### src/rtl/sev_seg_pkg.sv
// Shared definitions for the seven-segment display path: digit width,
// converter FSM states and decimal range helpers.
package sev_seg_pkg;

    localparam int DIGIT_W = 4;
    localparam logic [DIGIT_W-1:0] BCD_NINE = 4'h9;

    typedef enum logic {
        IDLE,
        CONVERT
    } conv_state_t;

    // Largest value representable in `digits` decimal digits (10^digits - 1).
    function automatic logic [63:0] max_dec(input int digits);
        logic [63:0] r;
        r = 64'd1;
        for (int i = 0; i < digits; i++) begin
            r = r * 64'd10;
        end
        return r - 64'd1;
    endfunction

endpackage

### src/rtl/bcd_digit_adj.sv
// Double-dabble digit correction: add 3 to a BCD digit of 5 or more so the
// following left shift carries correctly into the next decimal digit.
module bcd_digit_adj
    import sev_seg_pkg::*;
(
    input  logic [DIGIT_W-1:0] digit_i,
    output logic [DIGIT_W-1:0] digit_o
);

    assign digit_o = (digit_i >= 4'd5) ? digit_i + 4'd3 : digit_i;

endmodule

### src/rtl/bin_to_bcd_converter.sv
// Iterative shift-and-add-3 binary to BCD converter, one input bit per clock.
// Out-of-range inputs saturate the result to all nines and flag overflow.
module bin_to_bcd_converter
    import sev_seg_pkg::*;
#(
    parameter int BIN_W  = 20,
    parameter int DIGITS = 6
) (
    input  logic                    clk,
    input  logic                    reset_n,
    input  logic                    start,
    input  logic [BIN_W-1:0]        bin_in,
    output logic                    ready,
    output logic                    valid,
    output logic [DIGIT_W*DIGITS-1:0] bcd_out,
    output logic                    overflow
);

    localparam int SCR_W = DIGIT_W * DIGITS;
    localparam int CNT_W = $clog2(BIN_W + 1);
    localparam logic [63:0] MAX_VAL = max_dec(DIGITS);

    conv_state_t        state_q, state_d;
    logic [CNT_W-1:0]   cnt_q;
    logic [BIN_W-1:0]   shift_q, shift_d;
    logic [SCR_W-1:0]   scratch_q, scratch_d;
    logic [SCR_W-1:0]   adj;
    logic [SCR_W-1:0]   bcd_q;
    logic               ovf_q;
    logic               overflow_q;
    logic               valid_q;
    logic               in_ovf;
    logic               last_iter;
    logic               unused_msb;

    genvar g;
    generate
        for (g = 0; g < DIGITS; g++) begin : g_adj
            bcd_digit_adj u_adj (
                .digit_i (scratch_q[g*DIGIT_W +: DIGIT_W]),
                .digit_o (adj[g*DIGIT_W +: DIGIT_W])
            );
        end
    endgenerate

    // Correct all digits, then shift {scratch, shift} left by one; the scratch
    // MSB falls off (it only matters for out-of-range inputs, which saturate).
    assign {unused_msb, scratch_d} = {adj, shift_q[BIN_W-1]};
    assign shift_d   = shift_q << 1;
    assign in_ovf    = 64'(bin_in) > MAX_VAL;
    assign last_iter = (state_q == CONVERT) && (cnt_q == CNT_W'(1));

    // FSM state register
    always_ff @(posedge clk) begin
        if (!reset_n) state_q <= IDLE;
        else          state_q <= state_d;
    end

    // FSM next state
    always_comb begin
        state_d = state_q;
        case (state_q)
            IDLE:    if (start)     state_d = CONVERT;
            CONVERT: if (last_iter) state_d = IDLE;
            default:                state_d = IDLE;
        endcase
    end

    // FSM outputs
    always_comb begin
        ready    = (state_q == IDLE);
        valid    = valid_q;
        bcd_out  = bcd_q;
        overflow = overflow_q;
    end

    // Datapath and result registers; results only move on a completion edge.
    always_ff @(posedge clk) begin
        if (!reset_n) begin
            cnt_q      <= '0;
            shift_q    <= '0;
            scratch_q  <= '0;
            ovf_q      <= 1'b0;
            bcd_q      <= '0;
            overflow_q <= 1'b0;
            valid_q    <= 1'b0;
        end else begin
            valid_q <= 1'b0;
            case (state_q)
                IDLE: begin
                    if (start) begin
                        shift_q   <= bin_in;
                        scratch_q <= '0;
                        cnt_q     <= CNT_W'(BIN_W);
                        ovf_q     <= in_ovf;
                    end
                end
                CONVERT: begin
                    scratch_q <= scratch_d;
                    shift_q   <= shift_d;
                    cnt_q     <= cnt_q - CNT_W'(1);
                    if (last_iter) begin
                        bcd_q      <= ovf_q ? {DIGITS{BCD_NINE}} : scratch_d;
                        overflow_q <= ovf_q;
                        valid_q    <= 1'b1;
                    end
                end
                default: ;
            endcase
        end
    end

endmodule

### config.mk
export PLATFORM = sky130hd
export DESIGN_NAME = bin_to_bcd_converter
export DESIGN_NICKNAME = d
export VERILOG_FILES = /design/src/rtl/sev_seg_pkg.sv /design/src/rtl/bcd_digit_adj.sv /design/src/rtl/bin_to_bcd_converter.sv
export SDC_FILE = /design/constraint.sdc
export NUM_CORES = 1
export LEC_CHECK = 0
export CORE_MARGIN = 10
export CORE_UTILIZATION = 50
export DETAILED_ROUTE_END_ITERATION = 12
export PLACE_DENSITY = 0.77
export SLEW_MARGIN = 10
export SYNTH_ARGS = -nofsm -noshare
export SYNTH_HDL_FRONTEND = slang
export SYNTH_HIERARCHICAL = 1
export SYNTH_SLANG_ARGS = --single-unit
### constraint.sdc
create_clock -name clk -period 1.4 [get_ports clk]
set_input_delay 0.21 -clock clk [delete_from_list [all_inputs] [get_ports clk]]
set_output_delay 0.21 -clock clk [all_outputs]
set_load 0.05 [all_outputs]
# After elaboration in Yosys (flattened, before gate mapping)
# Cells that the tools add are included.
# op_classes
shifts,0
bitwise,1
div,0
multipliers,0
n_mux,17
reduce_logical,4
magnitude_cmp,7
n_addsub,7
n_eq_ne,2
# ops
cell,count
2-to-1 mux 24 bit,2
case mux 24 bit (2 select lines),1
case mux 20 bit (2 select lines),1
">= comparator 4 x 3 -> 1 bit, second input constant",6
"adder 4 x 2 -> 4 bit, second input constant",5
"greater-than comparator 20 bit, second input constant",1
2-to-1 mux 20 bit,1
2-to-1 mux 4 bit,5
case mux 5 bit (2 select lines),1
AND reduction 2 bit,3
"equality test 5 x 1 -> 1 bit, second input constant",1
2-to-1 mux 5 bit,1
"subtractor 5 x 1 -> 5 bit, second input constant",1
"adder 3 x 2 -> 3 bit, second input constant",1
2-to-1 mux 1 bit,3
2-to-1 mux 3 bit,1
"inequality test 2 bit, second input constant",1
case mux 1 bit (2 select lines),1
logical AND 1 bit,1
NOT 1 bit,1
# totals
n_memories,0
reg_bits,77
latchBits,0
in_bits,23
ram_bits,0
romBits,0

# Depth between registers and ports, before layout
# Gate-level depths: netlist of the first run.
# logic_depth
ltp_word,4
mapped_depth,7
ltp_nobuf,7

# Modules after synthesis
# The synthesis of the first run kept the hierarchy.
# modules_own_cells
mod,cells_per_inst,instances,area_per_inst_um2,seq_area_each_um2
bin_to_bcd_converter,312,1,3130.5,1541.5
bcd_digit_adj,16,6,101.3,0.0

# Least setup slack after synthesis of the first run
# Ideal clock, no wire load.
# synth_timing
path_type,reg-to-reg
from,reg state_q
to,reg shift_q[0]
stages_incl_launch_ff,5
arrival_time_ps,1388
synth_period_minus_slack_ps,1451
path_buffers,2
slack_ps,-51
cell_sequence,dfxtp_1 -> buf_2 -> clkinv_1 -> clkbuf_1 -> and3_1
# synth_via
elab_chain_cells,2
word_cells_on_any_way,3
cone_classes,1 x eq/ne; 1 x mux; 1 x bitwise
# synth_rtl
element,line_no,source
start: declaration,bin_to_bcd_converter.sv:23,"conv_state_t state_q, state_d;"
start signal: assignment,bin_to_bcd_converter.sv:56,else state_q <= state_d;
NOT 1 bit *,--,
named net ready,bin_to_bcd_converter.sv:13,"output logic ready,"
case mux 20 bit (2 select lines) or inequality test 2 bit (tied branches),--,
end signal: assignment,bin_to_bcd_converter.sv:92,shift_q <= bin_in;
end signal: assignment,bin_to_bcd_converter.sv:100,shift_q <= shift_d;
end: declaration,bin_to_bcd_converter.sv:25,"logic [BIN_W-1:0] shift_q, shift_d;"
# Mark *: on every way through the listed nets, which the timed path passes. The rest lies on a longest branch.
# A chain may end at the register's enable or synchronous reset.

# Final worst setup path of the first run
# layout_timing
from,reg scratch_q[16]
to,reg scratch_q[18]
# layout_via
elab_chain_cells,3
word_cells_on_any_way,4
cone_classes,1 x add/sub; 1 x order compare; 2 x mux
# layout_rtl
element,line_no,source
start: declaration,bin_to_bcd_converter.sv:26,"logic [SCR_W-1:0] scratch_q, scratch_d;"
start signal: assignment,bin_to_bcd_converter.sv:99,scratch_q <= scratch_d;
adder 4 x 2 -> 4 bit or >= comparator 4 x 3 -> 1 bit (tied branches),bcd_digit_adj.sv:10,assign digit_o = (digit_i >= 4'd5) ? digit_i + 4'd3 : digit_i;
2-to-1 mux 4 bit *,bcd_digit_adj.sv:10,
named net adj[17],bin_to_bcd_converter.sv:27,logic [SCR_W-1:0] adj;
case mux 24 bit (2 select lines) *,bin_to_bcd_converter.sv:89,case (state_q)
# Marked as above.

==> metrics.cfg, run 1 <==
[status]
status=finished, violations left
violations=setup timing

[routing]
drt-initial-drc-count=79
wl_per_cell_um=16.2
dr.pass1.iters=4
drc=0
ant_nets=0
vias=3294
vias_per_cell=5.53
wirelength_um=9640

[layout]
fin_nets=529
final_area_mm2=0.00556
finish.utilization_pct=76.7
layout.cells.most_common_list=dfxtp_1, buf_4, nand2_1, buf_12, nor2b_1
final_common_cell=dfxtp_1
area_growth_syn_to_layout_pct=49.6
instances_no_fill=596
diodes=0
drive_gt1_share_pct=35.6

[critical_path]
critical_path.startpoint_type=flop
critPathKind=flop to flop
timing.rr.end=scratch_q[18]
path_buf_inv=1
cp_slowest_stage_delay_ns=0.36
cp-startpoint=scratch_q[16]
ff2ff_setup_slack_ns=-0.06
required_ns=1.69
path_depth=7
r2r-start=scratch_q[16]
path_cells=inv_1 -> ha_4 -> nand2b_4 -> a21oi_4 -> mux2i_2 -> a21oi_1 -> nor2b_1
crit_path_top_delay_cell=dfxtp_2
cp_max_fo=4
critical_path_arrival_ns=1.75
r2r_cells=7
worst_setup_path_end_kind=flop
crit_end=scratch_q[18]
path_delay_family=flip-flops

[floorplanning]
pin_count=50
die-area_mm2=0.0113
rows=31
initial_core_util_pct=51.3
die_height_um=106
core_region_area_mm2=0.00725
die_w_um=106

[global_routing]
grt_pass1_vias=3341
grt_overflow=0
grt_max_degree=26
track_usage_pct=16.4
grt_pass1_wl_um=15500
antenna_found_initial=0

[timing]
tns_ns=-0.741
drv_slew=0
fin_crit_ns=1.46
slew_headroom_pct=74.7
max_slew.worst_pin.slew_ns=0.379
rsz0062_at_grt=yes
fin_crit_sh_pct=104
setup_viol=30
fin_hold_ws_ns=0.393
hold_viol_final=0
fmax_mhz=684
layout_setup_ws_ns=-0.0623
skew_ns=0.0109

[synth]
synthCells=404
syn-num-nets=441
syn_area_per_cell_um2=9.20
synth_area_mm2=0.00372
ys_warn_count=6

[clock_tree]
clk_path_buf_depth=2
path_clk_slew_ns=0.08
cts_tree=yes
cts-root-buf=clkbuf_8
h-tree-depth=3
cts_buffers=9
clock-sinks=77
holdBufCountCts=0
clock_latency_ns=0.35

[place]
hpwl_um=6340
gp_congestion=0.784
place_inst=567
port_buffers=49
place_area_mm2=0.00481
dp_slack_ns=-0.189

[pwr]
p_leak_nw=2.32
powerDensity_mw_per_mm2=921
ir_drop_uv=532
finalPower_mw=5.12

[hold_path]
hp-class=input port to flop

[flow_run]
drv_cap=0

## worst register-to-register path, stage by stage (launching register included)
cell      delay [ns]
dfxtp_2         0.36
inv_1           0.11
ha_4            0.18
nand2b_4        0.07
a21oi_4         0.21
mux2i_2         0.26
a21oi_1         0.09
nor2b_1         0.12
## layer usage
layer | global-route usage [%] | part of all wire, %
met1 | 18.6 | 41
met2 | 28.3 | 51
met3 | 4.35 | 5.1
met5 | 0 | 0
met4 | 6.96 | 2.4
## timing repair
item | in CTS | in global routing
setup endpoints to repair | 40 | 45
pin swaps | 18 | 16
gates resized for setup | 49 | 43
setup buffers | 7 | 6
endpoints found under the hold margin | 0 | 0
## flip-flops by register name (all words and copies together) (netlist names)
signal     flops
shift_q       20
overflow       1
state_q        1
ovf_q          1
scratch_q     24
valid          1
cnt_q          5
bcd_out       24
## area by class of cell
cell class | instances | area, um2
fillers | 481 | 1690
inverters | 17 | 77.6
repair buffers | 104 | 1210
multi-input cells | 283 | 2310
clock buffers | 9 | 124
well taps | 99 | 124
clock inverters | 7 | 146
flip-flops and latches | 77 | 1570
## power breakdown
part	internal (mW)	total, mW	switching [mW]	leakage, nW
Clock	1.38	2.26	0.878	0.134
Sequential	2.26	2.31	0.0530	0.634
Combinational	0.288	0.558	0.270	1.55
Total	3.92	5.12	1.20	2.32
## worst min path at each step
| stage | startpoint | end | slack [ns] | cells past startpoint |
|---|---|---|---|---|
| after floorplan | bin_in[17] | ovf_q | 0.36 | 2 |
| after global placement | shift_q[14] | shift_q[15] | 0.47 | 1 |
| after detailed placement | shift_q[6] | shift_q[7] | 0.49 | 1 |
| after CTS | start | state_q | 0.39 | 4 |
| after global routing | start | ovf_q | 0.44 | 4 |
| final | start | state_q | 0.39 | 4 |
Power figures use the tool's default switching activity.
==> inputs of run 2 (changes only) <==
Clock period 1.4 ns to 1.3 ns, I/O delays scaled along.
==> run 2 against run 1 <==
  * The flow still finishes with violations (setup timing)
  * Critical path depth decreased by 1
  * Maximum frequency increased by 0.25%
  * Via count increased by 0.76%
  * Register-to-register slack got worse by 0.096 ns
  * Clock power decreased by 15%
  * Final area increased by 3.8%
  * First-iteration DRC count increased by 54%
  * Sequential share of layout area decreased by 0.79 points
  * Routed wire length increased by 8.8%
  * Combinational power increased by 16%
  * Cell count increased by 0.34%
  * Highest routed layer unchanged
==> metrics.cfg, run 2 (synthesized netlist as in run 1, its figures left out) <==
[layout]
layout.cells.most_common_list=dfxtp_1, buf_4, nand2_1, buf_12, nor2b_1
ff_latch_area_mm2=0.00158
drive_gt1_share_pct=40.3
fillers=428
area_growth_syn_to_layout_pct=55.2
multiInputGateArea_mm2=0.00249
diodes=0
instances_no_fill=598
final_common_cell=dfxtp_1
fin_nets=531

[routing]
vias=3319
drt-initial-drc-count=122
dr.pass1.iters=4
drc=0
vias_per_cell=5.55
wirelength_um=10500
wl_per_cell_um=17.5
ant_nets=0

[timing]
slew_headroom_pct=75.2
fin_crit_ns=1.46
hold_viol_final=0
max_slew.worst_pin.slew_ns=0.372
tns_ns=-4.12
setup_viol=41
fmax_mhz=686
drv_slew=0
rsz0062_at_grt=yes
layout_setup_ws_ns=-0.159
skew_ns=0.00822
fin_crit_sh_pct=112
fin_hold_ws_ns=0.375

[pwr]
p_leak_nw=2.36
powerDensity_mw_per_mm2=874
ir_drop_uv=697
finalPower_mw=5.04

[critical_path]
critical_path_arrival_ns=1.71
path_cells=inv_4 -> ha_4 -> nor4b_4 -> a21boi_2 -> buf_12 -> a22o_1
critical_path.startpoint_type=flop
worst_setup_path_end_kind=flop
path_delay_family=compound AO/OA/AOI/OAI gates
cp_max_fo=16
required_ns=1.55
critPathKind=flop to flop
cp_slowest_stage_delay_ns=0.34
path_buf_inv=2
crit_path_top_delay_cell=dfxtp_2

[place]
place_inst=566
hpwl_um=6350
gp_congestion=0.784
port_buffers=49
dp_slack_ns=-0.279

[floorplanning]
core_region_area_mm2=0.00725
die_height_um=106
initial_core_util_pct=51.3
die_w_um=106
rows=31
die-area_mm2=0.0113
pin_count=50

[clock_tree]
path_clk_slew_ns=0.08
cts-root-buf=clkbuf_8
h-tree-depth=3
clk_path_buf_depth=2
cts_buffers=9
cts_tree=yes
clock-sinks=77
clock_latency_ns=0.36

[flow_run]
drv_cap=0

[hold_path]
hp-class=input port to flop

[status]
status=finished, violations left
violations=setup timing

[global_routing]
track_usage_pct=16.2
grt_max_degree=45
antenna_found_initial=0
grt_pass1_wl_um=15300
grt_overflow=0
grt_pass1_vias=3304

-- run 2: cell types whose count changed in the layout (fill, tap and decap cells not counted), sizes merged --
cell / change
bufinv: -3
clkbuf: +3
buf: +1
clkinv: +1
-- run 2: final timing paths --
kind | start | end | slack (ns) | cells after the start
worst min register to register | shift_q[3] | shift_q[4] | 0.50 | 1
worst max-delay path | cnt_q[1] | bcd_out[13] | -0.16 | 6
worst min-delay path | start | state_q | 0.37 | 4
worst max register to register | cnt_q[1] | bcd_out[13] | -0.16 | 6
-- run 2: layer usage --
layer / global-route usage (%) / wire length [um] / vias to the layer above
met5: 0 / 0 / -
met4: 7.25 / 302 / 0
met3: 3.62 / 487 / 26
met2: 29.3 / 5490 / 99
met1: 17.8 / 4220 / 1607
li1: - / - / 1587
-- run 2: layout make-up --
class	instances	share of cell area, %
clock buffer	11	2.62
clock inverter	5	0.997
tap	99	2.15
timing repair buffer	106	22.2
multi-input combinational	283	43.1
inverter	17	1.54
sequential	77	27.4
-- run 2: worst register-to-register path: stages, from the launching register on --
cell	delay, ns
dfxtp_2	0.34
inv_4	0.07
ha_4	0.13
nor4b_4	0.27
a21boi_2	0.14
buf_12	0.17
a22o_1	0.24
-- run 2: what timing repair did --
item | 4_1_cts | 5_1_grt
pin swaps | 17 | 24
endpoints found under the hold margin | 0 | 0
gates resized for setup | 59 | 69
hold buffers | 0 | 0
cloned | 0 | 1
endpoints found under the setup margin | 46 | 52
setup buffers | 6 | 9
-- run 2: through the flow --
stage | instance area [um2] | util (%)
after floorplan | 3810 | -
after CTS | 5410 | 74.5
after detailed placement | 4910 | 67.7
final | 5770 | 79.6
after global routing | 5770 | 79.6
after global placement | 4910 | 67.7
-- run 2: power breakdown --
group	internal, mW	total (mW)	switching [mW]
registers	2.42	2.48	0.0595
clock network	0.993	1.92	0.926
logic	0.338	0.645	0.307
total	3.75	5.04	1.29
